## src/rtl/button_pkg.sv

```systemverilog
// Shared definitions for the push-button front end.
// Contents: channel index constants, the 3-bit button vector type, default
// timing constants (cycles at 25 MHz), the auto-repeat FSM state type and a
// counter-width helper.
package button_pkg;

  localparam int unsigned BTN_RIGHT = 0;
  localparam int unsigned BTN_LEFT  = 1;
  localparam int unsigned BTN_DROP  = 2;
  localparam int unsigned NUM_BTN   = 3;

  // Bit order everywhere: {drop, left, right}
  typedef logic [2:0] btn_vec_t;

  localparam int unsigned DEF_DEBOUNCE_CYCLES = 250_000;    // 10 ms
  localparam int unsigned DEF_REPEAT_DELAY    = 12_500_000; // 0.5 s
  localparam int unsigned DEF_REPEAT_PERIOD   = 3_750_000;  // 0.15 s

  typedef enum logic [1:0] {
    RPT_IDLE,
    RPT_HOLD,
    RPT_REPEAT
  } rpt_state_e;

  // Width of a counter that must reach n-1; never narrower than 1 bit.
  function automatic int unsigned cnt_width(input int unsigned n);
    return (n < 2) ? 1 : $clog2(n);
  endfunction

endpackage

```

## src/rtl/button_conditioner_debounce_channel.sv

```systemverilog
// One button channel: optional inversion, 2-FF synchronizer, debounce counter
// and press (rising-edge) detect. With BUTTON_AUTO_REPEAT_EN defined, a
// hold/repeat FSM is added when REPEAT_EN is set for this instance.
// Ports:
//   clk, rst   : clock, synchronous active-high reset
//   raw_in     : asynchronous raw button level
//   level      : debounced level (registered)
//   press_evt  : one-cycle candidate event (press, or auto-repeat tick)
module debounce_channel
  import button_pkg::*;
#(
  parameter int unsigned DEBOUNCE_CYCLES = DEF_DEBOUNCE_CYCLES,
`ifdef BUTTON_AUTO_REPEAT_EN
  parameter int unsigned REPEAT_DELAY    = DEF_REPEAT_DELAY,
  parameter int unsigned REPEAT_PERIOD   = DEF_REPEAT_PERIOD,
  parameter bit          REPEAT_EN       = 1'b0,
`endif
  parameter bit          ACTIVE_LOW      = 1'b0
) (
  input  logic clk,
  input  logic rst,
  input  logic raw_in,
  output logic level,
  output logic press_evt
);

  localparam int unsigned         CNT_W    = cnt_width(DEBOUNCE_CYCLES);
  localparam logic [CNT_W-1:0]    CNT_LAST = CNT_W'(DEBOUNCE_CYCLES - 1);

  logic             meta_q, meta_d;
  logic             sync_q, sync_d;
  logic [CNT_W-1:0] cnt_q, cnt_d;
  logic             level_q, level_d;
  logic             level_prev_q, level_prev_d;
  logic             rise;

  always_comb begin
    meta_d       = raw_in ^ ACTIVE_LOW;
    sync_d       = meta_q;
    cnt_d        = '0;
    level_d      = level_q;
    level_prev_d = level_q;
    // Counter only runs while the synchronized level disagrees; reaching the
    // last count with disagreement still present accepts the new level.
    if (sync_q != level_q) begin
      if (cnt_q == CNT_LAST) begin
        level_d = sync_q;
      end else begin
        cnt_d = cnt_q + CNT_W'(1);
      end
    end
  end

  always_ff @(posedge clk) begin
    if (rst) begin
      meta_q       <= 1'b0;
      sync_q       <= 1'b0;
      cnt_q        <= '0;
      level_q      <= 1'b0;
      level_prev_q <= 1'b0;
    end else begin
      meta_q       <= meta_d;
      sync_q       <= sync_d;
      cnt_q        <= cnt_d;
      level_q      <= level_d;
      level_prev_q <= level_prev_d;
    end
  end

  always_comb rise = level_q & ~level_prev_q;
  always_comb level = level_q;

`ifdef BUTTON_AUTO_REPEAT_EN
  if (REPEAT_EN) begin : g_repeat
    localparam int unsigned      RPT_N = (REPEAT_DELAY > REPEAT_PERIOD) ? REPEAT_DELAY : REPEAT_PERIOD;
    localparam int unsigned      RPT_W = cnt_width(RPT_N);
    localparam logic [RPT_W-1:0] DELAY_LAST  = RPT_W'(REPEAT_DELAY - 1);
    localparam logic [RPT_W-1:0] PERIOD_LAST = RPT_W'(REPEAT_PERIOD - 1);

    rpt_state_e       rstate_q, rstate_d;
    logic [RPT_W-1:0] rcnt_q, rcnt_d;
    logic             rpt_fire;

    // The repeat tick is decoded from registered state/count; the top-level
    // output register supplies the cycle of latency shared with presses.
    always_comb begin
      rstate_d = rstate_q;
      rcnt_d   = '0;
      rpt_fire = 1'b0;
      unique case (rstate_q)
        RPT_IDLE: begin
          if (rise) rstate_d = RPT_HOLD;
        end
        RPT_HOLD: begin
          if (rcnt_q == DELAY_LAST) begin
            rpt_fire = 1'b1;
            rstate_d = RPT_REPEAT;
          end else begin
            rcnt_d = rcnt_q + RPT_W'(1);
          end
        end
        RPT_REPEAT: begin
          if (rcnt_q == PERIOD_LAST) begin
            rpt_fire = 1'b1;
          end else begin
            rcnt_d = rcnt_q + RPT_W'(1);
          end
        end
        default: rstate_d = RPT_IDLE;
      endcase
      if (!level_q) begin
        rstate_d = RPT_IDLE;
        rcnt_d   = '0;
        rpt_fire = 1'b0;
      end
    end

    always_ff @(posedge clk) begin
      if (rst) begin
        rstate_q <= RPT_IDLE;
        rcnt_q   <= '0;
      end else begin
        rstate_q <= rstate_d;
        rcnt_q   <= rcnt_d;
      end
    end

    always_comb press_evt = rise | rpt_fire;
  end else begin : g_no_repeat
    always_comb press_evt = rise;
  end
`else
  always_comb press_evt = rise;
`endif

endmodule

```

## src/rtl/button_conditioner.sv

```systemverilog
// Button front end for the Connect Four top level: three raw buttons are
// synchronized and debounced, press edges detected, then arbitrated into
// registered, mutually exclusive single-cycle commands.
// Optional feature macro: BUTTON_AUTO_REPEAT_EN (left/right auto-repeat while
// held; REPEAT_DELAY / REPEAT_PERIOD exist only when it is defined).
// Ports:
//   clk_25MHz                 : sole clock
//   rst                       : synchronous active-high reset
//   btn_right_raw/left/drop   : asynchronous raw button levels
//   move_right/move_left/drop_piece : one-cycle command pulses (one-hot or zero)
//   btn_state                 : debounced levels {drop, left, right}
module button_conditioner
  import button_pkg::*;
#(
  parameter int unsigned DEBOUNCE_CYCLES = DEF_DEBOUNCE_CYCLES,
`ifdef BUTTON_AUTO_REPEAT_EN
  parameter int unsigned REPEAT_DELAY    = DEF_REPEAT_DELAY,
  parameter int unsigned REPEAT_PERIOD   = DEF_REPEAT_PERIOD,
`endif
  parameter bit          ACTIVE_LOW_BTN  = 1'b0
) (
  input  logic       clk_25MHz,
  input  logic       rst,
  input  logic       btn_right_raw,
  input  logic       btn_left_raw,
  input  logic       btn_drop_raw,
  output logic       move_right,
  output logic       move_left,
  output logic       drop_piece,
  output logic [2:0] btn_state
);

  btn_vec_t raw_vec;
  btn_vec_t level_vec;
  btn_vec_t evt_vec;
  btn_vec_t cmd_q, cmd_d;

  always_comb raw_vec = {btn_drop_raw, btn_left_raw, btn_right_raw};

  for (genvar i = 0; i < NUM_BTN; i++) begin : g_ch
    debounce_channel #(
      .DEBOUNCE_CYCLES (DEBOUNCE_CYCLES),
`ifdef BUTTON_AUTO_REPEAT_EN
      .REPEAT_DELAY    (REPEAT_DELAY),
      .REPEAT_PERIOD   (REPEAT_PERIOD),
      .REPEAT_EN       (i != BTN_DROP),
`endif
      .ACTIVE_LOW      (ACTIVE_LOW_BTN)
    ) u_ch (
      .clk       (clk_25MHz),
      .rst       (rst),
      .raw_in    (raw_vec[i]),
      .level     (level_vec[i]),
      .press_evt (evt_vec[i])
    );
  end

  // Drop wins outright; simultaneous left+right cancel each other.
  // Losing events are discarded, never deferred.
  always_comb begin
    cmd_d = '0;
    if (evt_vec[BTN_DROP]) begin
      cmd_d[BTN_DROP] = 1'b1;
    end else if (evt_vec[BTN_LEFT] ^ evt_vec[BTN_RIGHT]) begin
      cmd_d[BTN_LEFT]  = evt_vec[BTN_LEFT];
      cmd_d[BTN_RIGHT] = evt_vec[BTN_RIGHT];
    end
  end

  always_ff @(posedge clk_25MHz) begin
    if (rst) begin
      cmd_q <= '0;
    end else begin
      cmd_q <= cmd_d;
    end
  end

  always_comb begin
    move_right = cmd_q[BTN_RIGHT];
    move_left  = cmd_q[BTN_LEFT];
    drop_piece = cmd_q[BTN_DROP];
    btn_state  = level_vec;
  end

endmodule

```

## config.mk

```make
export PLATFORM = sky130hd
export DESIGN_NAME = button_conditioner
export DESIGN_NICKNAME = d
export VERILOG_FILES = /design/src/rtl/button_pkg.sv /design/src/rtl/button_conditioner_debounce_channel.sv /design/src/rtl/button_conditioner.sv
export SDC_FILE = /design/constraint.sdc
export NUM_CORES = 1
export LEC_CHECK = 0
export BUFFER_PORTS_ARGS = -buffer_cell sky130_fd_sc_hd__buf_2
export CAP_MARGIN = 20
export CORE_UTILIZATION = 60
export CTS_CLUSTER_DIAMETER = 100
export DETAILED_ROUTE_END_ITERATION = 8
export GPL_TIMING_DRIVEN = 0
export PLACE_DENSITY = 0.78
export SYNTH_ARGS = -nofsm -noshare
export SYNTH_HDL_FRONTEND = slang
export SYNTH_HIERARCHICAL = 1
export SYNTH_SLANG_ARGS = --single-unit
```

## constraint.sdc

```tcl
create_clock -name clk_25MHz -period 1.8 [get_ports clk_25MHz]
set_input_delay 0.54 -clock clk_25MHz [delete_from_list [all_inputs] [get_ports clk_25MHz]]
set_output_delay 0.54 -clock clk_25MHz [all_outputs]
set_load 0.01 [all_outputs]
```

# Word-level counts from Yosys, hierarchy flattened
# Cells that the tools add are included.
# word_totals
mem_count	0
ram_bits	0
input_bits	5
latch_bits	0
elab_cells	45
mem_bits_ro	0
register_bits	69
# op_classes
reduce_logical	7
mux	1
eq_ne	6
n_addsub	3
n_mul	0
n_div	0
shifts	0
n_lt_le_gt_ge	0
n_bitwise	11
# ops
cell	n
18-bit by 1-bit adder with 18-bit output, second input constant	3
18-bit equality test, second input constant	3
3-bit OR reduction	4
1-bit NOT	7
2-bit AND reduction	3
1-bit bitwise AND	3
1-bit inequality test	3
1-bit 2-to-1 mux	1
1-bit bitwise XOR	1

# Depth between registers and ports, before layout
# logic_depth
depth_word	5
ltp_mapped	6
ltp_nobuf	5

# By module
# The synthesis kept the hierarchy.
# modules_own_cells
module	area_each_um2	cells_per_inst	n_inst
debounce_channel	969.7	104	3
button_conditioner	83.8	6	1

# Worst setup path before layout
# Ideal clock, no wire load.
# synth_path
kind	reg2reg
start	register g_ch[0].u_ch.cnt_q[6]
end	register g_ch[0].u_ch.cnt_q[15]
arrival_ps	1481
setup_slack_ps	205
synth_period_minus_slack_ps	1595
n_path_buf	2
path_stages_with_launch	7
setup_time_ps	115
cell_sequence	dfxtp_1 clkbuf_1 nor4b_1 nand4b_1 o31ai_4 buf_4 nor2_1
# synth_via
elab_chain_len	2
# synth_rtl
item	line_no	source
start, declared	button_conditioner_debounce_channel.sv:32	logic [CNT_W-1:0] cnt_q, cnt_d;
start signal, assigned	button_conditioner_debounce_channel.sv:64	cnt_q <= cnt_d;
parallel branches: the longest is 2 deep, another holds 18-bit by 1-bit adder with 18-bit output	n/a	
# Several ways; the timed one is not identified.
# A chain may end at the register's enable or synchronous reset.

# Final worst setup path
# layout_path
start	register g_ch[0].u_ch.cnt_q[6]
end	register g_ch[0].u_ch.level_q
# layout_via
elab_chain_len	2
# layout_rtl
item	line_no	source
18-bit equality test	button_conditioner_debounce_channel.sv:46	if (cnt_q == CNT_LAST) begin
2-bit AND reduction (no line)	n/a	
end signal, assigned	button_conditioner_debounce_channel.sv:65	level_q <= level_d;
end, declared	button_conditioner_debounce_channel.sv:33	logic level_q, level_d;
# Every way passes these cells.

==> qor.csv <==
metric,value,unit
result of the run,completed,
Post-Synthesis Cell Area,0.002993,mm2
maximum number of pins on one net before global-route repair,19,
TritonCTS clock tree,yes,
DRC errors left,0,
kind of start point of the critical path,flip-flop,
type of the most critical hold path,primary input to flip-flop,
total area of multi-input combinational cells,0.001582,mm2
number of buffers on the longest clock path,2,
TritonCTS Buffers,9,
Worst Tran Pin Value,0.3533,ns
sequential cell area,0.001381,mm2
cells taking the most area after synthesis,"sky130_fd_sc_hd__dfxtp_1 46%, sky130_fd_sc_hd__xnor2_1 13%, sky130_fd_sc_hd__nor2_1 7.5%, sky130_fd_sc_hd__nor4_1 3.8%, sky130_fd_sc_hd__nor2b_1 3.3%",
remaining global-route overflow,0,
crit share post-route,96.22,%
Die X-Extent,72.63,um
final wirelength,5.698,mm
filler cell count in the final layout,353,
via count of the first global-routing pass,2151,
IR Drop Worst-Case VDD,651.2,uV
minimum hold slack,0.4335,ns
Commonest cells post-synth,"69 x sky130_fd_sc_hd__dfxtp_1, 60 x sky130_fd_sc_hd__nor2_1, 45 x sky130_fd_sc_hd__xnor2_1",
Detailed Routing Iterations Pass 1,4,
nets,350,
port bufs,10,
final instance area,0.003467,mm2
worst setup path class,flip-flop to flip-flop,
power per standard cell area,937.5,mW/mm2
layout cells sized above 1,15.85,%
RePlAce Congestion,0.7853,
library cell used as clock root buffer,sky130_fd_sc_hd__clkbuf_8,
number of placed I/O pins,11,
wire length of the first global-routing pass,9.439,mm
count of maximum capacitance violations,0,
antenna violations before repair,0,
worst endpoint required time,2.04,ns
clock input transition at the sequential cells of the worst setup and hold paths,0.08,ns
number of sinks on the clock net,69,
fraction of the yosys area taken by sequential cells,46.15,%
final number of max-transition violations,0,
post-cts hold buffer count,0,
Tot GR Track Use,23.45,%
FF-to-FF setup slack,0.07,ns
number of synthesized flops with an enable pin,0,
maximum clock rate,577.4,MHz
worst slew margin relative to its limit,76.11,%
cell count after synthesis,318,
static leakage power,1.066,nW
antenna-violating nets left,0,
source-to-sink clock delay at the later pin of the worst-skew pair,0.35,ns
nets in the synthesized netlist,326,
deepest level of the CTS H-tree,3,
Post-synth top flop,sky130_fd_sc_hd__dfxtp_1,
Post-DP Area,0.003127,mm2
core region area,0.004755,mm2
"count leader, synth",sky130_fd_sc_hd__dfxtp_1,
Iteration-0 DRC Markers,117,
share of async-settable or async-resettable flops after synthesis,0,%
floorplan die area,0.005274,mm2
worst clock skew,0.008369,ns
fraction of post-synthesis cell area in the top cell type by area,46.15,%
count of yosys warnings during synthesis,6,
half-perimeter wire length after detailed placement,3.754,mm
via density per instance,5.570,
flop and latch count out of synthesis,69,
synthesis-to-finish area growth,15.84,%
count of endpoints failing hold in the final timing report,0,
cell row count,25,
sort of element at the end of the critical path,flip-flop,
Starting Density,62.95,%
routed vias,2306,
critical path arrival,1.97,ns
Die Y,72.63,um
average routed wire per standard cell,13.76,um
biggest fanout along the worst timing path,6,
time the final worst path needs with I/O delays and setup,1.732,ns
Synth Area per Inst,9.412,um2
setup violation total in the final timing report,0,
count of cell types in the netlist,25,
most area-hungry cell type in the Yosys netlist,sky130_fd_sc_hd__dfxtp_1,
n_diodes,0,
[metrics by stage]
| stage | power (mW) | TNS, ns | util, % | setup slack [ns] | cells |
|---|---|---|---|---|---|
| after floorplan | 1.595 | 0 | - | 0.2046 | 318 |
| final | 3.250 | 0 | 72.92 | 0.06800 | 414 |
| after global routing | 3.346 | -0.01508 | 72.92 | -0.005451 | 414 |
| after global placement | 1.610 | -1.388 | 65.76 | -0.08275 | 395 |
| after CTS | 3.283 | 0 | 71.89 | 0.001541 | 414 |
| after detailed placement | 1.611 | -2.094 | 65.76 | -0.1229 | 395 |
[report_power, final]
part	internal [mW]	switching, mW	total [mW]
sequential	1.53	0.00569	1.54
clock	1.07	0.602	1.67
combinational	0.0167	0.0229	0.0395
[timing repair]
item / in CTS / in global routing
resized for setup: 0 / 8
pin swaps: 3 / 2
buffers inserted: 3 / 0
endpoints found under the setup margin: 30 / 39
[state kept, by name, indices dropped and copies added, names as in the netlist]
| name | count |
|---|---|
| g_ch.u_ch/cnt_q | 54 |
| g_ch.u_ch/level | 3 |
| g_ch.u_ch/level_prev_q | 3 |
| g_ch.u_ch/sync_q | 3 |
| g_ch.u_ch/meta_q | 3 |
| cmd_q | 3 |
[kinds of logic (layout without fill, tap and decap cells)]
| logic type | count (synthesis) | count (layout) | synth area share, % |
|---|---|---|---|
| fa+ha+maj | 3 | 3 | 1.254 |
| flops | 69 | 69 | 46.15 |
| xor+xnor | 48 | 48 | 14.05 |
| mux | 3 | 3 | 1.129 |
| simple gates | 168 | 168 | 31.40 |
| compound gates | 9 | 9 | 3.386 |
| buf+inv | 18 | 47 | 2.634 |
[cell usage in the layout (no fill, tap or decap), drive strengths merged]
cell type	n
nor4	18
nor4b	8
nand3	18
bufinv	4
inv	14
nand4b	3
nor2	60
clkbuf	12
dfxtp	69
buf	16
xor2	3
nand2	9
a21oi	3
nor3	15
or4	3
or3	3
clkinvlp	1
ha	3
o31ai	6
nor2b	16
mux2	3
nand4	15
xnor2	45
[area by class of cell]
class / instances / share of cell area (%)
Multi-Input combinational cell: 231 / 45.62
Sequential cell: 69 / 39.84
Clock inverter: 7 / 4.186
Clock buffer: 9 / 3.573
Tap cell: 67 / 2.418
Timing Repair Buffer: 13 / 2.093
Inverter: 12 / 1.299
Buffer: 6 / 0.9744
[worst max-delay path: stages (launching register included)]
cell and delay [ns]:
sky130_fd_sc_hd__dfxtp_1 0.30, sky130_fd_sc_hd__clkbuf_1 0.18, sky130_fd_sc_hd__nor4b_2 0.27, sky130_fd_sc_hd__nand4b_1 0.22, sky130_fd_sc_hd__nor3_1 0.29, sky130_fd_sc_hd__mux2_2 0.37
[per-layer routing]
layer | vias to the layer above | GRT usage [%] | part of all wire (%)
met5 | - | 0 | 0
met4 | 0 | 11.11 | 1.4
met3 | 8 | 5.801 | 4.1
met2 | 47 | 36.55 | 48
met1 | 1100 | 30.59 | 47
li1 | 1151 | - | -
[path summary, 6_finish.rpt]
kind	from	endpoint	cells after the start
max	g_ch[0].u_ch/cnt_q[6]	g_ch[0].u_ch/level	5
min	btn_right_raw	g_ch[0].u_ch/meta_q	2
max reg2reg	g_ch[0].u_ch/cnt_q[6]	g_ch[0].u_ch/level	5
min reg2reg	g_ch[0].u_ch/meta_q	g_ch[0].u_ch/sync_q	1
No activity file was read; power rests on OpenSTA's default activity.
